File: src/rtl/wbutxuart.sv
// 8N1/8N2 UART transmitter with optional CTS; frame starts the clock after accept.
// o_busy holds off the next byte until the last stop-bit clock (gap-free frames when i_stb is held).
module wbutxuart #(
  parameter logic [23:0] CLOCKS_PER_BAUD = 24'd868,
  parameter int          NSTOP           = 1,
  parameter int          HW_FLOW         = 0
) (
  input  logic       i_clk,
  input  logic       i_reset_n,
  input  logic       i_stb,
  input  logic [7:0] i_data,
  output logic       o_busy,
  input  logic       i_cts_n,
  output logic       o_uart_tx
);

  typedef enum logic [1:0] {IDLE, START, DATA, STOP} state_t;

  localparam logic [23:0] BAUD_RELOAD = CLOCKS_PER_BAUD - 24'd1;
  localparam logic [3:0]  LAST_STOP   = 4'(NSTOP - 1);

  state_t      state;
  logic [23:0] baud_cnt;
  logic [3:0]  bit_cnt;
  logic [7:0]  sreg;
  logic        frame_busy;
  logic        cts_s1;
  logic        cts_s2;
  logic        accept;

  // CTS only gates new accepts; it never reaches an in-flight frame.
  assign o_busy = frame_busy | ((HW_FLOW != 0) && cts_s2);
  assign accept = i_stb && !o_busy;

  always_ff @(posedge i_clk or negedge i_reset_n) begin
    if (!i_reset_n) begin
      cts_s1 <= 1'b1;
      cts_s2 <= 1'b1;
    end else begin
      cts_s1 <= i_cts_n;
      cts_s2 <= cts_s1;
    end
  end

  always_ff @(posedge i_clk or negedge i_reset_n) begin
    if (!i_reset_n) begin
      state      <= IDLE;
      o_uart_tx  <= 1'b1;
      frame_busy <= 1'b0;
      baud_cnt   <= 24'd0;
      bit_cnt    <= 4'd0;
      sreg       <= 8'hff;
    end else begin
      case (state)
        IDLE: begin
          o_uart_tx <= 1'b1;
          if (accept) begin
            state      <= START;
            o_uart_tx  <= 1'b0;
            sreg       <= i_data;
            baud_cnt   <= BAUD_RELOAD;
            bit_cnt    <= 4'd0;
            frame_busy <= 1'b1;
          end
        end
        START: begin
          if (baud_cnt != 24'd0) begin
            baud_cnt <= baud_cnt - 24'd1;
          end else begin
            state     <= DATA;
            o_uart_tx <= sreg[0];
            sreg      <= {1'b1, sreg[7:1]};
            baud_cnt  <= BAUD_RELOAD;
            bit_cnt   <= 4'd0;
          end
        end
        DATA: begin
          if (baud_cnt != 24'd0) begin
            baud_cnt <= baud_cnt - 24'd1;
          end else begin
            baud_cnt <= BAUD_RELOAD;
            if (bit_cnt == 4'd7) begin
              state     <= STOP;
              o_uart_tx <= 1'b1;
              bit_cnt   <= 4'd0;
            end else begin
              o_uart_tx <= sreg[0];
              sreg      <= {1'b1, sreg[7:1]};
              bit_cnt   <= bit_cnt + 4'd1;
            end
          end
        end
        STOP: begin
          if (baud_cnt != 24'd0) begin
            baud_cnt <= baud_cnt - 24'd1;
            // Release one clock early so a held strobe lands on the final stop clock.
            if (baud_cnt == 24'd1 && bit_cnt == LAST_STOP)
              frame_busy <= 1'b0;
          end else if (bit_cnt != LAST_STOP) begin
            bit_cnt  <= bit_cnt + 4'd1;
            baud_cnt <= BAUD_RELOAD;
          end else if (accept) begin
            state      <= START;
            o_uart_tx  <= 1'b0;
            sreg       <= i_data;
            baud_cnt   <= BAUD_RELOAD;
            bit_cnt    <= 4'd0;
            frame_busy <= 1'b1;
          end else begin
            state <= IDLE;
          end
        end
        default: state <= IDLE;
      endcase
    end
  end

endmodule
File: config.mk
export PLATFORM = sky130hd
export DESIGN_NAME = wbutxuart
export DESIGN_NICKNAME = d
export VERILOG_FILES = /design/src/rtl/wbutxuart.sv
export SDC_FILE = /design/constraint.sdc
export NUM_CORES = 1
export LEC_CHECK = 0
export ABC_AREA = 1
export BUFFER_PORTS_ARGS = -buffer_cell sky130_fd_sc_hd__buf_4
export CAP_MARGIN = 10
export CORE_MARGIN = 4
export CORE_UTILIZATION = 55
export DETAILED_ROUTE_END_ITERATION = 10
export GPL_TIMING_DRIVEN = 0
export PLACE_DENSITY = 0.73
export SLEW_MARGIN = 20
export SYNTH_ARGS = -nofsm -noshare
export SYNTH_HDL_FRONTEND = slang
export SYNTH_SLANG_ARGS = --single-unit
File: constraint.sdc
create_clock -name i_clk -period 2.2 [get_ports i_clk]
set_input_delay 0.33 -clock i_clk [delete_from_list [all_inputs] [get_ports i_clk]]
set_output_delay 0.33 -clock i_clk [all_outputs]
set_load 0.01 [all_outputs]
# Word-level counts from Yosys, hierarchy flattened
# Cells that the tools add are included.
# classes
addsub,2
n_eq_ne,15
muxes,40
reduce_logical,14
# op_table
cell,count
2-to-1 mux 24 bit,4
case mux 24 bit (3 select lines),1
2-to-1 mux 8 bit,6
case mux 8 bit (4 select lines),1
== test 24 x 1 -> 1 bit (second input constant),1
2-to-1 mux 4 bit,6
nonzero test 24 bit,1
subtractor 24 x 1 -> 24 bit (second input constant),1
inequality test 2 bit (second input constant),8
case mux 4 bit (4 select lines),1
2-to-1 mux 1 bit,12
2-to-1 mux 2 bit,6
AND reduction 5 bit,2
case mux 2 bit (4 select lines),1
inequality test 3 bit (second input constant),2
AND reduction 3 bit,2
AND reduction 6 bit,1
adder 4 x 1 -> 4 bit (second input constant),1
== test 2 bit (second input constant),2
== test 4 x 3 -> 1 bit (second input constant),1
logical NOT 4 bit,1
case mux 1 bit (4 select lines),1
nonzero test 4 bit,1
== test 2 x 1 -> 1 bit (second input constant),1
6 further kinds,7
# totals
regBits,40
input_bits,12
wordCells,77

# Depth between registers and ports, before layout
# Gate-level depths: netlist of the first run.
# depth
ltp_word,6
ltp_mapped,11
ltp_nobuf,11

# Worst setup path before layout of the first run
# No wires, ideal clock.
# synth_path
path_type,reg2reg
startpoint,register state[0]
endpoint,register baud_cnt[5]
setup_ps,121
arrival_ps,1633
slack_ps,446
stages_incl_launch_ff,10
n_path_buf,2
period_less_slack_ps,1754
cell_sequence,dfrtp_1 inv_1 ha_1 buf_2 clkinv_1 nor2_1 inv_1 buf_2 a21oi_1 nor2_1
# synth_via
elab_chain_cells,3
# synth_lines
element,line,source
start: declaration,22,state_t state;
start signal: assignment,47,state <= IDLE;
start signal: assignment,58,state <= START;
start signal: assignment,70,state <= DATA;
== test 2 bit / == test 2 x 1 -> 1 bit (equally long branches),54,case (state)
OR reduction 2 bit (no line),n/a,
case mux 24 bit (3 select lines) (*),54,
end signal: assignment,68,baud_cnt <= baud_cnt - 24'd1;
end signal: assignment,79,baud_cnt <= baud_cnt - 24'd1;
end signal: assignment,95,baud_cnt <= baud_cnt - 24'd1;
end: declaration,23,logic [23:0] baud_cnt;
# Every way passes the cells marked *; elsewhere a longest branch is shown, timed or not.
# A chain may end at the register's enable or synchronous reset.

# Final worst setup path of the first run
# layout_path
startpoint,register baud_cnt[1]
endpoint,register baud_cnt[16]
# layout_via
elab_chain_cells,3
# layout_lines
element,line
subtractor 24 x 1 -> 24 bit / nonzero test 24 bit (equally long branches),n/a
2-to-1 mux 24 bit (on tied branches),"94, 67, 78"
case mux 24 bit (3 select lines) (*),54
# Marks and branches as above.

==> flow_summary.json, run 1 <==
{
  "status": "completed",
  "vdd_drop_max_mv": 0.2797,
  "cap_violations": 0,
  "finalInstanceArea_um2": 2983,
  "syn_avg_cell_area_um2": 7.514,
  "netlist.area_leader.share_pct": 28.92,
  "port_buffers": 12,
  "cts_sinks": 40,
  "ys_ff_latch": 40,
  "numCtsBuffers": 5,
  "core_um2": 4723,
  "hp-class": "input port to asynchronous set/reset pin",
  "grt_max_degree": 41,
  "vias_per_cell": 5.457,
  "place_hpwl_um": 4560,
  "fin_worst_skew_ps": 8.269,
  "p_per_area_nw_per_um2": 458.6,
  "rsz0062_at_grt": "no",
  "grt_pass1_wl_um": 10840,
  "cts_tree": "yes",
  "cts_hold_buf": 0,
  "clk_latency_ps": 290,
  "wl_um": 6124,
  "yosysTopAreaCell": "dfrtp_1",
  "crit_path_start_kind": "register",
  "post_drt_wl_per_cell_um": 13.79,
  "fin_tns_setup_ps": 0,
  "yosys_warnings": 0,
  "critPathKind": "register to register",
  "p_leak_nw": 1.284,
  "worstPathArrival_ps": 2140,
  "die_w_um": 77.84,
  "cts_resized": 0,
  "setup_viol_count_final": 0,
  "ys_types": 32,
  "cts_root_buf": "clkbuf_8",
  "htree_levels": 2,
  "grt_overflow": 0,
  "max-slew-margin-rel_pct": 50.46,
  "final_nets": 396,
  "syn_inst": 357,
  "clock.fmax_mhz": 507.2,
  "start_util_pct": 56.79,
  "hold-worst-slack_ps": 5.765,
  "crit_required_ps": 2370,
  "grtUsageTotal_pct": 22.12,
  "synth_area_leaders": "dfrtp_1, nand2_1, dfstp_2, nor2_1, o21ai_0",
  "antenna_found_initial": 0,
  "rr_worst_depth": 9,
  "hold_viol": 0,
  "drc_errors": 0,
  "synth_ff_type": "dfrtp_1",
  "ios": 14,
  "period_share_pct": 89.62,
  "post-cts-setup-buffer-count": 0,
  "antenna_cells": 0,
  "maxSlewViolCount": 0,
  "cp_max_fo": 10,
  "die_h_um": 77.84,
  "first_global_vias": 2379,
  "post_dp_cell_area_um2": 2856,
  "synth-edff-count": 0,
  "die_area_um2": 6059,
  "worstSetupEndpointType": "register",
  "netlist_area_um2": 2683,
  "place.gp.congestion": 0.9306,
  "ant_nets": 0,
  "dr_total_vias": 2423,
  "syn-num-nets": 377,
  "drive_above_1_share_pct": 15.38,
  "cts_buffer_depth": 2,
  "yosysMostFrequentCell": "nand2_1",
  "first_iter_violations": 160,
  "drt-pass1-iter-count": 4,
  "period_minus_slack_ps": 1972,
  "clk_pin_slew_ps": 90,
  "tightest_slew_ps": 740.4,
  "ys_top_cells_by_count": "nand2_1, nor2_1, inv_1",
  "row_count": 25,
  "syn_to_final_growth_pct": 11.19,
  "ys_seq_area_share_pct": 37.73,
  "async_flop_share_pct": 100.0
}
-- cell type report --
| type | instances | area (µm²) |
|---|---|---|
| inverters | 38 | 146.4 |
| well taps | 67 | 83.83 |
| multi-input cells | 272 | 1501 |
| clock inverters | 3 | 42.54 |
| clock buffers | 5 | 68.82 |
| repair buffers | 12 | 90.09 |
| flip-flops and latches | 40 | 1012 |
| plain buffers | 7 | 37.54 |
| fillers | 411 | 1740 |
-- flip-flops by register name (all words and copies together), names as in the netlist --
register / cells
sreg: 8
bit_cnt: 4
baud_cnt: 24
state: 2
o_busy: 1
o_uart_tx: 1
-- report_power, final --
part / internal (mW) / leakage, nW / switching (mW)
Clock: 0.336 / 0.0541 / 0.264
Combinational: 0.0134 / 0.834 / 0.0192
Sequential: 0.735 / 0.396 / 0
-- worst paths after layout --
| check | to | startpoint | slack, ps |
|---|---|---|---|
| worst max register to register | baud_cnt[16]$_DFF_PN0_ | baud_cnt[1]$_DFF_PN0_ | 230 |
| worst min register to register | sreg[6]$_DFFE_PN1P_ | sreg[6]$_DFFE_PN1P_ | 470 |
| worst min-delay path | baud_cnt[18]$_DFF_PN0_ | i_reset_n | 6 |
| worst max-delay path | baud_cnt[16]$_DFF_PN0_ | baud_cnt[1]$_DFF_PN0_ | 230 |
| min in group i_clk | sreg[7]$_DFFE_PN1P_ | i_data[7] | 300 |
| max in group asynchronous | o_uart_tx$_DFFE_PN1P_ | i_reset_n | 1830 |
-- cells by family after synthesis --
| kind of cell | count (synthesis) | share of synthesized area [%] |
|---|---|---|
| AND/OR/NAND/NOR | 190 | 33.21 |
| multiplexers | 7 | 2.612 |
| XOR/XNOR | 14 | 4.571 |
| AO/OA/AOI/OAI | 53 | 11.47 |
| adder cells (fa/ha/maj) | 8 | 3.731 |
| flip-flops | 40 | 37.73 |
| buffers and inverters | 45 | 6.669 |
-- per-stage QoR --
stage	util (%)	instances	total power [mW]	setup slack, ps
6_report	63.15	444	1.368	228.4
5_1_grt	63.15	444	1.431	33.52
4_1_cts	62.83	444	1.394	3.197
3_5_place_dp	60.48	436	0.7833	14.38
3_3_place_gp	60.48	436	0.7832	11.52
2_1_floorplan	-	357	0.7549	446.1
-- placed cells by master, fill, tap and decap left out, types with 2 or more instances in the layout --
cell type / count
a21oi_1: 10
buf_2: 2
buf_4: 12
clkbuf_1: 3
clkbuf_8: 5
clkinvlp_4: 2
dfrtp_1: 31
dfstp_2: 9
ha_1: 7
inv_1: 37
mux2i_1: 7
nand2_1: 79
nand2_2: 2
nand2_4: 3
nand3_1: 26
nand3_4: 2
nand4_1: 17
nor2_1: 49
nor2_2: 4
nor2_4: 2
nor3_1: 3
o21ai_0: 30
o21ai_2: 8
xor2_1: 13
-- critical path, stage by stage (launching register included) --
cell and delay, ps:
dfrtp_1 440, inv_1 100, ha_2 250, nand2_4 100, nor2_8 230, nand3_4 160, nand2_1 170, nor2_1 110
inv_1 190, o21ai_0 110
-- per-layer routing --
layer  share of wire, %  track usage, %  wire length, µm  up-vias
met3                4.5           3.944              277       13
met4                1.6           8.541              100        0
li1                   -               -                -     1205
met2                 49           36.90             2990       74
met5                  0               0                0        -
met1                 45           28.35             2755     1131
(Power assumes the default switching activity.)
==> run 2, diff against run 1 <==
--- a/config.mk
+++ b/config.mk
@@ -5,7 +5,6 @@
 export SDC_FILE = /design/constraint.sdc
 export NUM_CORES = 1
 export LEC_CHECK = 0
-export ABC_AREA = 1
 export BUFFER_PORTS_ARGS = -buffer_cell sky130_fd_sc_hd__buf_4
 export CAP_MARGIN = 10
 export CORE_MARGIN = 4
@@ -13,6 +12,7 @@
 export DETAILED_ROUTE_END_ITERATION = 10
 export GPL_TIMING_DRIVEN = 0
 export PLACE_DENSITY = 0.73
+export SKIP_CTS_REPAIR_TIMING = 1
 export SLEW_MARGIN = 20
 export SYNTH_ARGS = -nofsm -noshare
 export SYNTH_HDL_FRONTEND = slang
==> run 2 against run 1 <==
The run now ends with negative hold slack left. Register-to-register slack got worse by 220 ps. Wire length increased by 10%. Sequential share of layout area decreased by 1.7 points. Clock power increased by 3%. Setup slack got worse by 220 ps. Non-clock buffer count increased by 17. Sequential power about the same. Combinational power increased by 2%. Power increased by 1.5%. Clock skew about the same. Die area decreased by 3.8%. Global-route usage decreased by 0.52 points. Critical path type unchanged.
==> flow_summary.json, run 2 <==
{
  "most-common-layout-cells": "buf_4, dfrtp_1, nand2_1, nor2_1, a21oi_1",
  "drt-pass1-iter-count": 5,
  "fin_worst_skew_ps": 8.442,
  "clock.fmax_mhz": 455.6,
  "hp-class": "input port to asynchronous set/reset pin",
  "async_flop_share_pct": 100.0,
  "grt_pass1_wl_um": 10270,
  "largest_reg_flops": 24,
  "final_nets": 321,
  "synth-edff-count": 0,
  "yosysMostFrequentCell": "dfrtp_1",
  "die_h_um": 76.36,
  "hold-worst-slack_ps": -12.89,
  "p_per_area_nw_per_um2": 440.4,
  "crit_path_start_kind": "register",
  "netlist.area_leader.share_pct": 30.19,
  "htree_levels": 2,
  "worstPathArrival_ps": 2430,
  "drc_errors": 0,
  "ys_seq_area_share_pct": 39.39,
  "die_w_um": 76.36,
  "fill_cells": 311,
  "clk_latency_ps": 300,
  "setup_viol_count_final": 0,
  "crit_required_ps": 2430,
  "cts_tree": "yes",
  "status": "finished with violations",
  "netlist_area_um2": 2570,
  "ys_types": 60,
  "grt_overflow": 0,
  "rsz0062_at_grt": "yes",
  "core_um2": 4444,
  "vdd_drop_max_mv": 0.3194,
  "syn-num-nets": 287,
  "dpl.cell_count": 331,
  "top_regs": "baud_cnt (24), sreg (8), bit_cnt (4)",
  "synth_ff_type": "dfrtp_1",
  "die_area_um2": 5830,
  "syn_avg_cell_area_um2": 9.625,
  "synth_area_leaders": "dfrtp_1, dfstp_2, mux2_2, ha_1, a21oi_1",
  "drive_above_1_share_pct": 34.77,
  "cap_violations": 0,
  "fin_cells": 354,
  "yosysTopAreaCell": "dfrtp_1",
  "post_drt_wl_per_cell_um": 19.09,
  "wl_um": 6757,
  "place_hpwl_um": 4275,
  "start_util_pct": 57.83,
  "yosys_warnings": 0,
  "max-slew-margin-rel_pct": 59.84,
  "place.gp.congestion": 0.8509,
  "failed_checks": "negative hold slack",
  "ios": 14,
  "ant_nets": 0,
  "hold_viol": 13,
  "tightest_slew_ps": 602.3,
  "maxSlewViolCount": 0,
  "period_share_pct": 99.77,
  "ys_top_cells_by_count": "dfrtp_1, nor2_1, nand2_1",
  "dr_total_vias": 2399,
  "cts_sinks": 40,
  "worstSetupEndpointType": "register",
  "grtUsageTotal_pct": 21.60,
  "antenna_found_initial": 0,
  "port_buffers": 12,
  "antenna_cells": 0,
  "p_total_mw": 1.388,
  "cts_root_buf": "clkbuf_8",
  "syn_inst": 267,
  "first_iter_violations": 256,
  "vias_per_cell": 6.777,
  "syn_to_final_growth_pct": 22.64,
  "numCtsBuffers": 5,
  "critPathKind": "register to register",
  "grt_max_degree": 41,
  "cp_max_fo": 8,
  "clk_pin_slew_ps": 80,
  "cts_buffer_depth": 2,
  "p_leak_nw": 1.203,
  "largest-register": "baud_cnt",
  "ys_ff_latch": 40,
  "period_minus_slack_ps": 2195,
  "first_global_vias": 2116,
  "row_count": 24
}
run 2: cell types whose count changed after synthesis, sizes merged, moves of 6 or more:
cell,change
or4,+6
inv,-26
a21oi,+6
xor2,-12
nand2,-65
a31oi,+6
nand3,-21
mux2,+17
nor4,+7
nor2,-35
o21ai,-20
nand4,-12
run 2: final timing paths:
kind	cells after the start	slack, ps	start	end
setup / recovery	7	5	baud_cnt[0]$_DFF_PN0_	sreg[0]$_DFFE_PN1P_
min in group i_clk	3	290	i_data[7]	sreg[7]$_DFFE_PN1P_
hold / removal	1	-10	i_reset_n	baud_cnt[22]$_DFF_PN0_
setup reg to reg	7	5	baud_cnt[0]$_DFF_PN0_	sreg[0]$_DFFE_PN1P_
max in group asynchronous	1	1820	i_reset_n	baud_cnt[0]$_DFF_PN0_
hold reg to reg	2	470	sreg[7]$_DFFE_PN1P_	sreg[7]$_DFFE_PN1P_
run 2: per-stage QoR:
step	util, %	setup TNS, ps	worst slack, ps	area (µm²)
global route	70.92	-865.6	-92.38	3152
global placement	61.32	-5609	-306.5	2725
finish	70.92	0	5.159	3152
detailed placement	61.32	-6566	-374.0	2725
floorplan	-	0	71.77	2570
CTS	63.82	-7606	-407.3	2836
run 2: cell families (layout without fill, tap and decap cells):
logic type / after synthesis / after routing / share of synthesized area (%)
multiplexers: 21 / 21 / 9.007
flip-flops: 40 / 40 / 39.39
buffers and inverters: 20 / 55 / 3.067
adder cells (fa/ha/maj): 8 / 8 / 3.895
XOR/XNOR: 1 / 1 / 0.3409
AO/OA/AOI/OAI: 78 / 78 / 21.13
AND/OR/NAND/NOR: 99 / 99 / 23.17
run 2: worst max-delay path, stage by stage, from the launching register on:
cell	delay, ps
dfrtp_2	450
inv_2	90
ha_4	170
nor3b_4	270
nand4_4	230
o31ai_4	290
nand4b_4	240
mux2_1	370
run 2: layout make-up:
| class | count | area (µm²) | area share, % |
|---|---|---|---|
| Clock inverter | 3 | 42.54 | 1.350 |
| Tap cell | 52 | 65.06 | 2.064 |
| Buffer | 8 | 42.54 | 1.350 |
| Sequential cell | 40 | 1015 | 32.20 |
| Clock buffer | 5 | 68.82 | 2.183 |
| Inverter | 11 | 41.29 | 1.310 |
| Multi-Input combinational cell | 207 | 1667 | 52.88 |
| Timing Repair Buffer | 28 | 210.2 | 6.669 |
run 2: power breakdown:
group | switching (mW) | internal [mW] | leakage, nW
clock network | 0.282 | 0.336 | 0.0541
registers | 0.000511 | 0.737 | 0.422
logic | 0.0194 | 0.0137 | 0.727
total | 0.302 | 1.09 | 1.20
run 2: routing by layer:
layer / share of wire [%] / vias to the layer above / track usage, %
li1: - / 1096 / -
met1: 44 / 1175 / 30.28
met3: 6.7 / 14 / 4.374
met2: 48 / 114 / 32.86
met5: 0 / - / 0
met4: 1.6 / 0 / 8.152
==> run 3, diff against run 2 <==
--- a/config.mk
+++ b/config.mk
@@ -12,6 +12,7 @@
 export DETAILED_ROUTE_END_ITERATION = 10
 export GPL_TIMING_DRIVEN = 0
 export PLACE_DENSITY = 0.73
+export REMOVE_ABC_BUFFERS = 1
 export SKIP_CTS_REPAIR_TIMING = 1
 export SLEW_MARGIN = 20
 export SYNTH_ARGS = -nofsm -noshare
==> run 3 against run 2 <==
The flow still finishes with violations (negative hold slack). Sequential share of layout area shrank 0.45 points. Power is essentially flat. Non-clock buffer count shrank 2. Clock power is essentially flat. Count of clock-buffer cells in the layout grew 1. Utilization grew 1.0 points. Setup slack gained 4.5 ps. Global-route usage shrank 0.42 points. Fmax grew 0.20%. Critical endpoint is now state[0]$_DFFE_PN0P_. Largest cell class unchanged. Highest routed layer unchanged.
==> flow_summary.json, run 3 (synthesis results as in run 2) <==
{
  "grtUsageTotal_pct": 21.18,
  "cap_violations": 0,
  "cp_max_fo": 6,
  "wl_um": 6819,
  "antenna_found_initial": 0,
  "met1Wirelength_um": 2942,
  "max-slew-margin-rel_pct": 62.21,
  "vdd_drop_max_mv": 0.4710,
  "crit_required_ps": 2380,
  "worstSetupEndpointType": "register",
  "place_hpwl_um": 4131,
  "drc_errors": 0,
  "ant_nets": 0,
  "antenna_cells": 0,
  "cp.buffers_inverters": 2,
  "vias_per_cell": 6.773,
  "hp-class": "input port to asynchronous set/reset pin",
  "status": "finished with violations",
  "finalInstanceArea_um2": 3197,
  "core_um2": 4444,
  "ios": 14,
  "die_area_um2": 5830,
  "reg2reg_to": "state[0]$_DFFE_PN0P_",
  "drt-pass1-iter-count": 5,
  "hold_viol": 22,
  "grt_pass1_wl_um": 10260,
  "syn_to_final_growth_pct": 24.39,
  "wl_met3_um": 395,
  "wl_met2_um": 3349,
  "most-common-layout-cells": "buf_4, dfrtp_1, nand2_1, nor2_1, a21oi_1",
  "fin_worst_skew_ps": 23.24,
  "port_buffers": 12,
  "cts_tree": "yes",
  "fin_tns_setup_ps": 0,
  "critPathKind": "register to register",
  "die_h_um": 76.36,
  "htree_levels": 2,
  "crit-reg2reg-launch": "baud_cnt[0]$_DFF_PN0_",
  "first_iter_violations": 216,
  "grt_max_degree": 41,
  "crit_end": "state[0]$_DFFE_PN0P_",
  "crit_path_cell_trace": "inv_2 > ha_4 > nor3b_4 > buf_4 > nand4_2 > o31ai_1 > a41oi_1 > o2bb2a_1",
  "hold-worst-slack_ps": -25.48,
  "clk_pin_slew_ps": 100,
  "period_share_pct": 99.56,
  "rsz0062_at_grt": "yes",
  "cts_root_buf": "clkbuf_8",
  "clk_latency_ps": 320,
  "numCtsBuffers": 5,
  "p_leak_nw": 1.214,
  "cts_sinks": 40,
  "start_util_pct": 57.83,
  "place.gp.congestion": 0.8446,
  "dr_total_vias": 2391,
  "row_count": 24,
  "die_w_um": 76.36,
  "largest-register": "baud_cnt",
  "p_per_area_nw_per_um2": 433.9,
  "period_minus_slack_ps": 2190,
  "fin_cells": 353,
  "dpl.cell_count": 322,
  "worstPathArrival_ps": 2370,
  "final_nets": 320,
  "critPathMaxStageDelay_ps": 450,
  "first_global_vias": 2167,
  "r2r_setup_slack_ps": 10,
  "cp_slowest_cell": "dfrtp_2",
  "cts_buffer_depth": 2,
  "maxSlewViolCount": 0,
  "largest_reg_flops": 24,
  "post_drt_wl_per_cell_um": 19.32,
  "final_core_util_pct": 71.93,
  "grt_overflow": 0,
  "rr_worst_depth": 8,
  "layout_commonest_cell": "buf_4",
  "post_dp_cell_area_um2": 2688,
  "top_regs": "baud_cnt (24), sreg (8), bit_cnt (4)",
  "worst-path-stages": 8,
  "crit_path_start_kind": "register",
  "top_layer": "met4",
  "drive_above_1_share_pct": 37.21,
  "crit_start": "baud_cnt[0]$_DFF_PN0_",
  "failed_checks": "negative hold slack",
  "tightest_slew_ps": 564.8,
  "path_delay_family": "compound AO/OA/AOI/OAI gates",
  "clock.fmax_mhz": 456.5,
  "setup_viol_count_final": 0
}
## run 3: routing by layer
| metal | vias up | GRT usage, % |
|---|---|---|
| met3 | 13 | 3.546 |
| met4 | 0 | 5.254 |
| met2 | 89 | 36.12 |
| li1 | 1094 | - |
| met5 | - | 0 |
| met1 | 1195 | 28.03 |
## run 3: through the flow
stage                     setup slack, ps  power, mW
after floorplan                    -1.720     0.7550
after global placement             -837.9     0.7856
after detailed placement           -441.1     0.7861
after CTS                          -462.1      1.380
after global routing               -99.51      1.430
final                               9.643      1.387
## run 3: worst min path at each step
stage	start	endpoint	slack, ps
finish	i_reset_n	baud_cnt[12]$_DFF_PN0_	-30
global route	i_reset_n	baud_cnt[13]$_DFF_PN0_	20
CTS	i_reset_n	baud_cnt[12]$_DFF_PN0_	20
detailed placement	i_reset_n	baud_cnt[12]$_DFF_PN0_	350
global placement	i_reset_n	baud_cnt[12]$_DFF_PN0_	340
floorplan	i_reset_n	baud_cnt[0]$_DFF_PN0_	30
## run 3: cell type report
type	count	area (µm²)
clock inverter	2	35.03
sequential	40	1015
multi-input combinational	208	1713
timing repair buffer	34	255.2
clock buffer	6	72.57
fill	326	1247
tap	52	65.06
inverter	11	41.29
## run 3: report_power, final
group          total [mW]  internal [mW]  leakage, nW  switching (mW)
logic              0.0336         0.0138        0.737          0.0198
clock network       0.616          0.337       0.0552           0.279
registers           0.738          0.737        0.422        0.000521
